### config.mk
export PLATFORM = sky130hd
export DESIGN_NAME = fei4_deser
export DESIGN_NICKNAME = d
export VERILOG_FILES = /design/src/rtl/fei4_deser_pkg.sv /design/src/rtl/tmr_vote.sv /design/src/rtl/fei4_deser.sv
export SDC_FILE = /design/constraint.sdc
export NUM_CORES = 1
export LEC_CHECK = 0
export CAP_MARGIN = 5
export CORE_ASPECT_RATIO = 0.6
export CORE_MARGIN = 5
export CORE_UTILIZATION = 50
export DETAILED_ROUTE_END_ITERATION = 12
export GPL_TIMING_DRIVEN = 0
export PLACE_DENSITY_LB_ADDON = 0.05
export SLEW_MARGIN = 20
export SYNTH_ARGS = -nofsm -noshare
export SYNTH_HDL_FRONTEND = slang
export SYNTH_SLANG_ARGS = --single-unit
### constraint.sdc
create_clock -name clk -period 5 [get_ports clk]
set_clock_uncertainty 0.2 [all_clocks]
set_input_delay 1 -clock clk [delete_from_list [all_inputs] [get_ports clk]]
set_output_delay 1 -clock clk [all_outputs]
set_load 0.02 [all_outputs]
### src/rtl/fei4_deser_pkg.sv
// fei4_deser shared types and constants.
// K28.5 comma codes and the alignment FSM state encoding.
package fei4_deser_pkg;

  localparam int WORD_W = 10;

  localparam logic [WORD_W-1:0] K28_5_RDN = 10'h0FA;
  localparam logic [WORD_W-1:0] K28_5_RDP = 10'h305;

  typedef enum logic [1:0] {
    HUNT    = 2'd0,
    LOCKING = 2'd1,
    LOCKED  = 2'd2
  } state_t;

  function automatic logic [3:0] sat_inc(input logic [3:0] v);
    return (v == 4'hF) ? v : v + 4'd1;
  endfunction

endpackage

### src/rtl/tmr_vote.sv
// Bitwise 2-of-3 majority voter.
// One instance per triplicated register group.
module tmr_vote #(
  parameter int W = 1
) (
  input  logic [W-1:0] a_i,
  input  logic [W-1:0] b_i,
  input  logic [W-1:0] c_i,
  output logic [W-1:0] y_o
);

  assign y_o = (a_i & b_i) | (a_i & c_i) | (b_i & c_i);

endmodule

### src/rtl/fei4_deser.sv
// 8b10b serial deserializer with K28.5 comma alignment.
// FSM state and counters are triplicated and majority voted.
module fei4_deser
  import fei4_deser_pkg::*;
#(
  parameter int unsigned LOCK_CNT   = 4,
  parameter int unsigned UNLOCK_CNT = 3
) (
  input  logic              clk,
  input  logic              rst_n,
  input  logic              din,
  output logic [WORD_W-1:0] data_out,
  output logic              data_valid,
  output logic              is_comma,
  output logic              locked,
  output logic              realign
);

  localparam logic [3:0] LOCK_C   = 4'(LOCK_CNT);
  localparam logic [3:0] UNLOCK_C = 4'(UNLOCK_CNT);

  logic [WORD_W-1:0] sh_q;
  state_t            st_q0, st_q1, st_q2;
  logic [3:0]        bit_q0, bit_q1, bit_q2;
  logic [3:0]        good_q0, good_q1, good_q2;
  logic [3:0]        bad_q0, bad_q1, bad_q2;

  logic [1:0] st_raw;
  state_t     st_v, st_d;
  logic [3:0] bit_v, bit_d;
  logic [3:0] good_v, good_d;
  logic [3:0] bad_v, bad_d;

  logic hit, bnd, cap, rea;

  logic [WORD_W-1:0] dout_q;
  logic              valid_q, comma_q, locked_q, rea_q;

  tmr_vote #(.W(2)) u_vote_st (
    .a_i(st_q0), .b_i(st_q1), .c_i(st_q2), .y_o(st_raw)
  );
  tmr_vote #(.W(4)) u_vote_bit (
    .a_i(bit_q0), .b_i(bit_q1), .c_i(bit_q2), .y_o(bit_v)
  );
  tmr_vote #(.W(4)) u_vote_good (
    .a_i(good_q0), .b_i(good_q1), .c_i(good_q2), .y_o(good_v)
  );
  tmr_vote #(.W(4)) u_vote_bad (
    .a_i(bad_q0), .b_i(bad_q1), .c_i(bad_q2), .y_o(bad_v)
  );

  assign st_v = state_t'(st_raw);
  assign hit  = (sh_q == K28_5_RDN) || (sh_q == K28_5_RDP);
  assign bnd  = (bit_v == 4'd9);

  // All copies take the same voted next value, scrubbing any upset.
  always_ff @(posedge clk or negedge rst_n) begin
    if (!rst_n) begin
      sh_q    <= '0;
      st_q0   <= HUNT;
      st_q1   <= HUNT;
      st_q2   <= HUNT;
      bit_q0  <= '0;
      bit_q1  <= '0;
      bit_q2  <= '0;
      good_q0 <= '0;
      good_q1 <= '0;
      good_q2 <= '0;
      bad_q0  <= '0;
      bad_q1  <= '0;
      bad_q2  <= '0;
    end else begin
      sh_q    <= {sh_q[WORD_W-2:0], din};
      st_q0   <= st_d;
      st_q1   <= st_d;
      st_q2   <= st_d;
      bit_q0  <= bit_d;
      bit_q1  <= bit_d;
      bit_q2  <= bit_d;
      good_q0 <= good_d;
      good_q1 <= good_d;
      good_q2 <= good_d;
      bad_q0  <= bad_d;
      bad_q1  <= bad_d;
      bad_q2  <= bad_d;
    end
  end

  always_comb begin
    st_d   = st_v;
    bit_d  = bnd ? 4'd0 : bit_v + 4'd1;
    good_d = good_v;
    bad_d  = bad_v;
    unique case (st_v)
      HUNT: begin
        if (hit) begin
          bit_d  = 4'd0;
          good_d = 4'd1;
          st_d   = (LOCK_C == 4'd1) ? LOCKED : LOCKING;
        end
      end
      LOCKING: begin
        if (bnd) begin
          if (hit) begin
            good_d = sat_inc(good_v);
            if (good_d == LOCK_C) st_d = LOCKED;
          end
        end else if (hit) begin
          bit_d  = 4'd0;
          good_d = 4'd1;
        end
      end
      LOCKED: begin
        if (bnd) begin
          if (hit) bad_d = 4'd0;
        end else if (hit) begin
          bad_d = sat_inc(bad_v);
          if (bad_d == UNLOCK_C) begin
            st_d   = HUNT;
            good_d = 4'd0;
            bad_d  = 4'd0;
          end
        end
      end
      default: begin
        st_d   = HUNT;
        good_d = 4'd0;
        bad_d  = 4'd0;
      end
    endcase
  end

  always_comb begin
    cap = 1'b0;
    rea = 1'b0;
    unique case (st_v)
      HUNT: begin
        cap = hit;
        rea = hit;
      end
      LOCKING: begin
        cap = bnd || hit;
        rea = !bnd && hit;
      end
      LOCKED:  cap = bnd;
      default: cap = 1'b0;
    endcase
  end

  always_ff @(posedge clk or negedge rst_n) begin
    if (!rst_n) begin
      dout_q   <= '0;
      valid_q  <= 1'b0;
      comma_q  <= 1'b0;
      locked_q <= 1'b0;
      rea_q    <= 1'b0;
    end else begin
      if (cap) begin
        dout_q  <= sh_q;
        comma_q <= hit;
      end
      valid_q  <= cap;
      rea_q    <= rea;
      locked_q <= (st_d == LOCKED);
    end
  end

  assign data_out   = dout_q;
  assign data_valid = valid_q;
  assign is_comma   = comma_q;
  assign locked     = locked_q;
  assign realign    = rea_q;

endmodule
==> impl_metrics.xml <==
<?xml version="1.0" encoding="UTF-8"?>
<metrics>
  <group name="status">
    <metric name="outcome" unit="">finished, final reports clean</metric>
  </group>
  <group name="pwr">
    <metric name="clock_power_share" unit="">0.264</metric>
    <metric name="power_density" unit="mW/mm^2">373</metric>
    <metric name="power.combinational.fraction" unit="">0.260</metric>
    <metric name="p_int" unit="mW">0.570</metric>
    <metric name="p_switching" unit="mW">0.257</metric>
    <metric name="power.share.switching" unit="">0.311</metric>
    <metric name="max-vdd-ir-drop" unit="V">0.000234</metric>
    <metric name="cellLeakagePower" unit="nW">0.903</metric>
    <metric name="pwr-share-seq" unit="">0.476</metric>
  </group>
  <group name="setup_path">
    <metric name="endpoint_kind" unit="">output port</metric>
    <metric name="critical_path_data_arrival_time" unit="ns">1.31</metric>
    <metric name="cp_top_family" unit="">buffers and inverters</metric>
    <metric name="critical_path_buf_inv_count" unit="">1</metric>
    <metric name="cpPeakStageDelay" unit="ns">0.63</metric>
    <metric name="critical_path_peak_fanout" unit="">3</metric>
    <metric name="reg2reg_setup_slack" unit="ns">2.54</metric>
    <metric name="timing.setup.critical_path_class" unit="">reg2out</metric>
    <metric name="worstPathCellList" unit="">clkdlybuf4s50_1</metric>
    <metric name="cp_data_required_time" unit="ns">3.80</metric>
    <metric name="slowest_stage_cell_cp" unit="">sky130_fd_sc_hd__clkdlybuf4s50_1</metric>
    <metric name="timing.critical_path.from_type" unit="">register</metric>
  </group>
  <group name="place">
    <metric name="port-buffer-count" unit="">16</metric>
    <metric name="dp.final_hpwl" unit="mm">3.25</metric>
    <metric name="routabilityCongestion" unit="">0.798</metric>
  </group>
  <group name="timing">
    <metric name="worstMarginPinSlew" unit="ns">0.492</metric>
    <metric name="timing.final.max_slew_violations" unit="">0</metric>
    <metric name="rsz0062_at_grt" unit="">false</metric>
    <metric name="period_minus_slack" unit="ns">2.51</metric>
    <metric name="timing.slew.headroom" unit="">0.672</metric>
    <metric name="fin_tns_setup" unit="ns">0</metric>
    <metric name="hold_viol" unit="">0</metric>
    <metric name="report.final.setup_viol" unit="">0</metric>
    <metric name="final.period_utilization" unit="">0.502</metric>
    <metric name="max_freq" unit="MHz">399</metric>
  </group>
  <group name="cells_and_area">
    <metric name="final_layout_size_suffix_gt1_frac" unit="">0.0870</metric>
    <metric name="most_common_cell_after_layout_fill_and_taps_aside" unit="">sky130_fd_sc_hd__dfrtp_1</metric>
    <metric name="fillers" unit="">318</metric>
    <metric name="diodes" unit="">0</metric>
    <metric name="layout.cells.most_common_list" unit="">sky130_fd_sc_hd__dfrtp_1 (38), sky130_fd_sc_hd__nand2_1 (24), sky130_fd_sc_hd__clkdlybuf4s50_1 (15)</metric>
    <metric name="layout.nets" unit="">213</metric>
    <metric name="synthToLayoutAreaGrowth" unit="%">17.2</metric>
    <metric name="post-route-util" unit="">0.607</metric>
  </group>
  <group name="clock_network">
    <metric name="cts-root-buf" unit="">sky130_fd_sc_hd__clkbuf_8</metric>
    <metric name="ctsResizeCount" unit="">0</metric>
    <metric name="clock_insertion_delay_worst_skew" unit="ns">0.29</metric>
    <metric name="cts_hold_buffers" unit="">0</metric>
    <metric name="numCtsBuffers" unit="">5</metric>
    <metric name="cts_num_sinks" unit="">38</metric>
    <metric name="htreeDepth" unit="">2</metric>
    <metric name="cts.path.max_buffers" unit="">2</metric>
    <metric name="path_clk_slew" unit="ns">0.08</metric>
    <metric name="postCtsSetupBuffers" unit="">0</metric>
    <metric name="clock_tree_from_tritoncts" unit="">built</metric>
  </group>
  <group name="synthesis">
    <metric name="postSynth.topFlopCell" unit="">sky130_fd_sc_hd__dfrtp_1</metric>
    <metric name="synth_sequential_area_ratio" unit="">0.501</metric>
    <metric name="post_synth.cell_area_avg" unit="um^2">10.4</metric>
    <metric name="synthesized_netlist_cell_count" unit="">182</metric>
    <metric name="asyncSetResetFlopFracSynth" unit="">1.00</metric>
    <metric name="syn_area" unit="mm^2">0.00190</metric>
    <metric name="synth.lib_cells_used.distinct" unit="">49</metric>
    <metric name="synth-seq-cells" unit="">38</metric>
    <metric name="postSynthNetCount" unit="">189</metric>
    <metric name="edff_count_synth" unit="">0</metric>
    <metric name="yosys_warnings" unit="">0</metric>
  </group>
  <group name="grt">
    <metric name="first_global_vias" unit="">1518</metric>
    <metric name="number_of_antenna_violations_at_the_first_check_in_global_routing" unit="">0</metric>
    <metric name="grt_max_degree" unit="">29</metric>
    <metric name="gr_ovfl_total" unit="">0</metric>
    <metric name="grtUsageTotal" unit="">0.188</metric>
    <metric name="grt_first_pass_wirelength" unit="mm">7.49</metric>
  </group>
  <group name="floorplanning">
    <metric name="die-width" unit="um">89.5</metric>
    <metric name="fp-row-count" unit="">17</metric>
    <metric name="initial_util" unit="">0.518</metric>
    <metric name="io_pins" unit="">17</metric>
    <metric name="die_area" unit="mm^2">0.00517</metric>
    <metric name="placeableCoreArea" unit="mm^2">0.00366</metric>
    <metric name="die_h" unit="um">57.7</metric>
  </group>
  <group name="routing">
    <metric name="drt-wirelength-per-cell" unit="um">17.3</metric>
    <metric name="drt_iter0_drc" unit="">124</metric>
    <metric name="wl" unit="mm">4.41</metric>
    <metric name="count_of_unresolved_drc_violations_after_routing" unit="">0</metric>
    <metric name="dr.pass1.iters" unit="">5</metric>
    <metric name="routed_via_density" unit="">6.24</metric>
    <metric name="antenna_violating_nets_post_route" unit="">0</metric>
    <metric name="via_count" unit="">1585</metric>
  </group>
  <group name="worst_hold_path">
    <metric name="timing.hold.worst.class" unit="">reg2reg</metric>
  </group>
  <group name="flow_run">
    <metric name="max_cap_violations" unit="">0</metric>
  </group>
</metrics>
-- cells by family after synthesis --
| logic type | after synthesis | share of synthesized area |
|---|---|---|
| AND/OR/NAND/NOR | 64 | 0.181 |
| AO/OA/AOI/OAI | 57 | 0.237 |
| flip-flops | 38 | 0.501 |
| buffers and inverters | 14 | 0.0303 |
| XOR/XNOR | 4 | 0.0185 |
| adder cells (fa/ha/maj) | 4 | 0.0264 |
| multiplexers | 1 | 0.00528 |
-- metrics by stage --
step | hold WS (ns) | cells | total power, mW | setup WS (ns) | cell area (um^2)
after floorplan | 0.201 | 182 | 0.524 | 2.75 | 1900
after global placement | 0.215 | 245 | 0.603 | 1.91 | 2120
after detailed placement | 0.225 | 246 | 0.618 | 2.55 | 2130
after CTS | 0.246 | 254 | 0.836 | 2.47 | 2220
after global routing | 0.265 | 254 | 0.875 | 2.32 | 2220
final | 0.251 | 254 | 0.828 | 2.49 | 2220
-- cell usage after synthesis (2+ instances only) --
| library cell | instances | share of area |
|---|---|---|
| sky130_fd_sc_hd__nor3_1 | 7 | 0.018 |
| sky130_fd_sc_hd__o21bai_1 | 2 | 0.0079 |
| sky130_fd_sc_hd__nand4_1 | 2 | 0.0066 |
| sky130_fd_sc_hd__a21o_1 | 2 | 0.0079 |
| sky130_fd_sc_hd__or3_1 | 3 | 0.0099 |
| sky130_fd_sc_hd__a31oi_1 | 5 | 0.016 |
| sky130_fd_sc_hd__a21oi_1 | 7 | 0.018 |
| sky130_fd_sc_hd__and3b_1 | 2 | 0.0092 |
| sky130_fd_sc_hd__o211ai_1 | 2 | 0.0079 |
| sky130_fd_sc_hd__nor4_1 | 2 | 0.0066 |
| sky130_fd_sc_hd__o221a_1 | 10 | 0.059 |
| sky130_fd_sc_hd__o21ai_0 | 4 | 0.011 |
| sky130_fd_sc_hd__xnor2_1 | 4 | 0.018 |
| sky130_fd_sc_hd__nor2_1 | 7 | 0.014 |
| sky130_fd_sc_hd__inv_1 | 6 | 0.012 |
| sky130_fd_sc_hd__nand2_1 | 24 | 0.047 |
| sky130_fd_sc_hd__o2bb2ai_1 | 2 | 0.0092 |
| sky130_fd_sc_hd__o22ai_1 | 13 | 0.043 |
| sky130_fd_sc_hd__clkbuf_1 | 5 | 0.0099 |
| sky130_fd_sc_hd__ha_1 | 4 | 0.026 |
| sky130_fd_sc_hd__nand3_1 | 4 | 0.011 |
| sky130_fd_sc_hd__dfrtp_1 | 38 | 0.50 |
-- registers in the layout, summed over array words and instances (netlist names) --
name	count
realign	1
bit_q2	4
data_valid	1
locked	1
good_q2	4
st_q2	2
is_comma	1
bad_q2	4
sh_q	10
data_out	10
-- worst paths after layout --
kind                             start           to  cells past startpoint
hold / removal                 sh_q[5]      sh_q[6]                      0
setup / recovery           data_out[6]  data_out[6]                      1
setup reg to reg             bit_q2[1]  data_out[8]                      8
min in group asynchronous        rst_n   good_q2[0]                      1
hold reg to reg                sh_q[5]      sh_q[6]                      0
max in group asynchronous        rst_n  data_out[4]                      2
-- per-layer routing --
metal	track usage	share of wire	vias to the layer above
met5	0	0	-
met4	0.0382	0.0032	0
met3	0.0483	0.074	2
met2	0.285	0.46	61
met1	0.273	0.47	782
li1	-	-	740
-- layout make-up --
| type | count | area (um^2) | area share |
|---|---|---|---|
| Clock inverter | 1 | 5.00 | 0.00225 |
| Clock buffer | 7 | 86.3 | 0.0389 |
| Multi-Input combinational cell | 130 | 888 | 0.400 |
| Tap cell | 47 | 58.8 | 0.0265 |
| Timing Repair Buffer | 17 | 175 | 0.0788 |
| Inverter | 7 | 26.3 | 0.0118 |
| Buffer | 7 | 31.3 | 0.0141 |
| Sequential cell | 38 | 951 | 0.428 |
-- power groups by stage --
stage	combinational (mW)	clock (mW)	sequential, mW
CTS	0.218	0.223	0.394
global placement	0.209	0	0.394
detailed placement	0.218	0	0.400
floorplan	0.103	0	0.421
finish	0.215	0.219	0.394
global route	0.236	0.238	0.401
Note: power is estimated with default switching activity, not from simulation.
==> RTL edit: new RTL, config.mk and constraints unchanged <==
`sh_q` no longer has a reset.
--- a/src/rtl/fei4_deser.sv
+++ b/src/rtl/fei4_deser.sv
@@ -56,7 +56,6 @@
   // All copies take the same voted next value, scrubbing any upset.
   always_ff @(posedge clk or negedge rst_n) begin
     if (!rst_n) begin
-      sh_q    <= '0;
       st_q0   <= HUNT;
       st_q1   <= HUNT;
       st_q2   <= HUNT;
@@ -70,7 +69,6 @@
       bad_q1  <= '0;
       bad_q2  <= '0;
     end else begin
-      sh_q    <= {sh_q[WORD_W-2:0], din};
       st_q0   <= st_d;
       st_q1   <= st_d;
       st_q2   <= st_d;
@@ -84,6 +82,10 @@
       bad_q1  <= bad_d;
       bad_q2  <= bad_d;
     end
+  end
+
+  always_ff @(posedge clk) begin
+    sh_q <= {sh_q[WORD_W-2:0], din};
   end
 
   always_comb begin
Check against the original RTL: not equivalent (Yosys sat finds a counterexample within 10 cycles, from zero or initial values and one cycle with rst_n low).
==> RTL edit against the original RTL <==
- maximum frequency is 0.19% lower
- synthesized cell count is 13% lower
- synthesized area is 6.5% lower
- largest cell class unchanged
- routed wire length is 19% lower
- setup slack worse by 4.8 ps
- sequential cell count stayed put
- design area is 4.5% lower
- largest power group unchanged
- highest routed layer unchanged
- register-to-register slack better by 120 ps
- final cell count is 11% lower
- worst hold slack worse by 68 ps
- clock power is 42% higher
- power is 9.4% higher
==> RTL edit: results <==
[yosys]
synth.yosys.seq_area_share_pct = 50.8
synth_area_leaders = dfrtp_1 40%, dfxtp_1 11%, mux2_4 7.6%, nor2_1 3.2%, ha_1 2.8%
synth_compound_area_share_pct = 13.5
syn_nets = 165
synth.area.mux_share_pct = 9.39
synth_xor_area_share_pct = 0.988
synthArstFlopShare_pct = 73.7
avgSynthCellArea_sq_um = 11.2

[worst_setup_path]
reg2reg_depth = 7
rrSetupSlack_ps = 2660
critPathCapture = is_comma

[drt]
drtIter0Drc = 85
drtPass1Iterations = 4

[pwr]
p_comb_mw = 0.208
powerDensity_nw_per_um2 = 427
leakage_nw = 0.941
p_switching_mw = 0.244
pwr-share-clk_pct = 34.5

[cells_and_area]
drive_above_1_share_pct = 14.8
layout.cells.non_filler = 227
final_net_count = 188

[grt]
grt_pass1_vias = 1245
track_usage_pct = 15.9
grt_pass1_wl_um = 6040

[sta]
tightest_slew_ps = 628

[placed_design]
place_area_sq_um = 1980
place_inst = 219

[outcome]
outcome = finished clean
==> RTL edit: logic make-up (layout without fill, tap and decap cells) <==
logic type               after synthesis  count (layout)
AND/OR/NAND/NOR                       55              55
flip-flops                            38              38
AO/OA/AOI/OAI                         32              32
buffers and inverters                 15              39
multiplexers                          12              12
adder cells (fa/ha/maj)                4               4
XOR/XNOR                               2               2
==> RTL edit: worst min-delay path by stage <==
stage	slack [ps]	endpoint	cells past startpoint	from
2_1_floorplan	150	sh_q[3]$_DFF_P_	0	sh_q[2]$_DFF_P_
3_3_place_gp	170	sh_q[5]$_DFF_P_	0	sh_q[4]$_DFF_P_
3_5_place_dp	180	sh_q[5]$_DFF_P_	0	sh_q[4]$_DFF_P_
4_1_cts	180	sh_q[4]$_DFF_P_	0	sh_q[3]$_DFF_P_
5_1_grt	190	sh_q[4]$_DFF_P_	0	sh_q[3]$_DFF_P_
6_report	180	sh_q[4]$_DFF_P_	0	sh_q[3]$_DFF_P_
==> RTL edit: worst register-to-register path: cells and delay by family (launching register included) <==
family	cells	cell delay (ps)
muxes	1	310
AOI/OAI and AO/OA	1	270
DFF	1	430
buffers and inverters	1	190
and+or+nand+nor	3	580
adders and majority gates	1	240
==> RTL edit: cell type report <==
class / instances / area (sq um)
fill: 273 / 1200
sequential: 38 / 901
multi-input combinational: 105 / 785
timing repair buffer: 16 / 155
clock buffer: 5 / 68.8
clock inverter: 3 / 68.8
buffer: 7 / 57.6
tap: 45 / 56.3
inverter: 8 / 30.0
==> RTL edit: routing by layer <==
| layer | vias up | part of all wire, % | track usage, % |
|---|---|---|---|
| met3 | 8 | 6.6 | 4.88 |
| met5 | - | 0 | 0 |
| met2 | 37 | 41 | 21.3 |
| li1 | 628 | - | - |
| met1 | 600 | 51 | 23.7 |
| met4 | 0 | 1.9 | 6.00 |
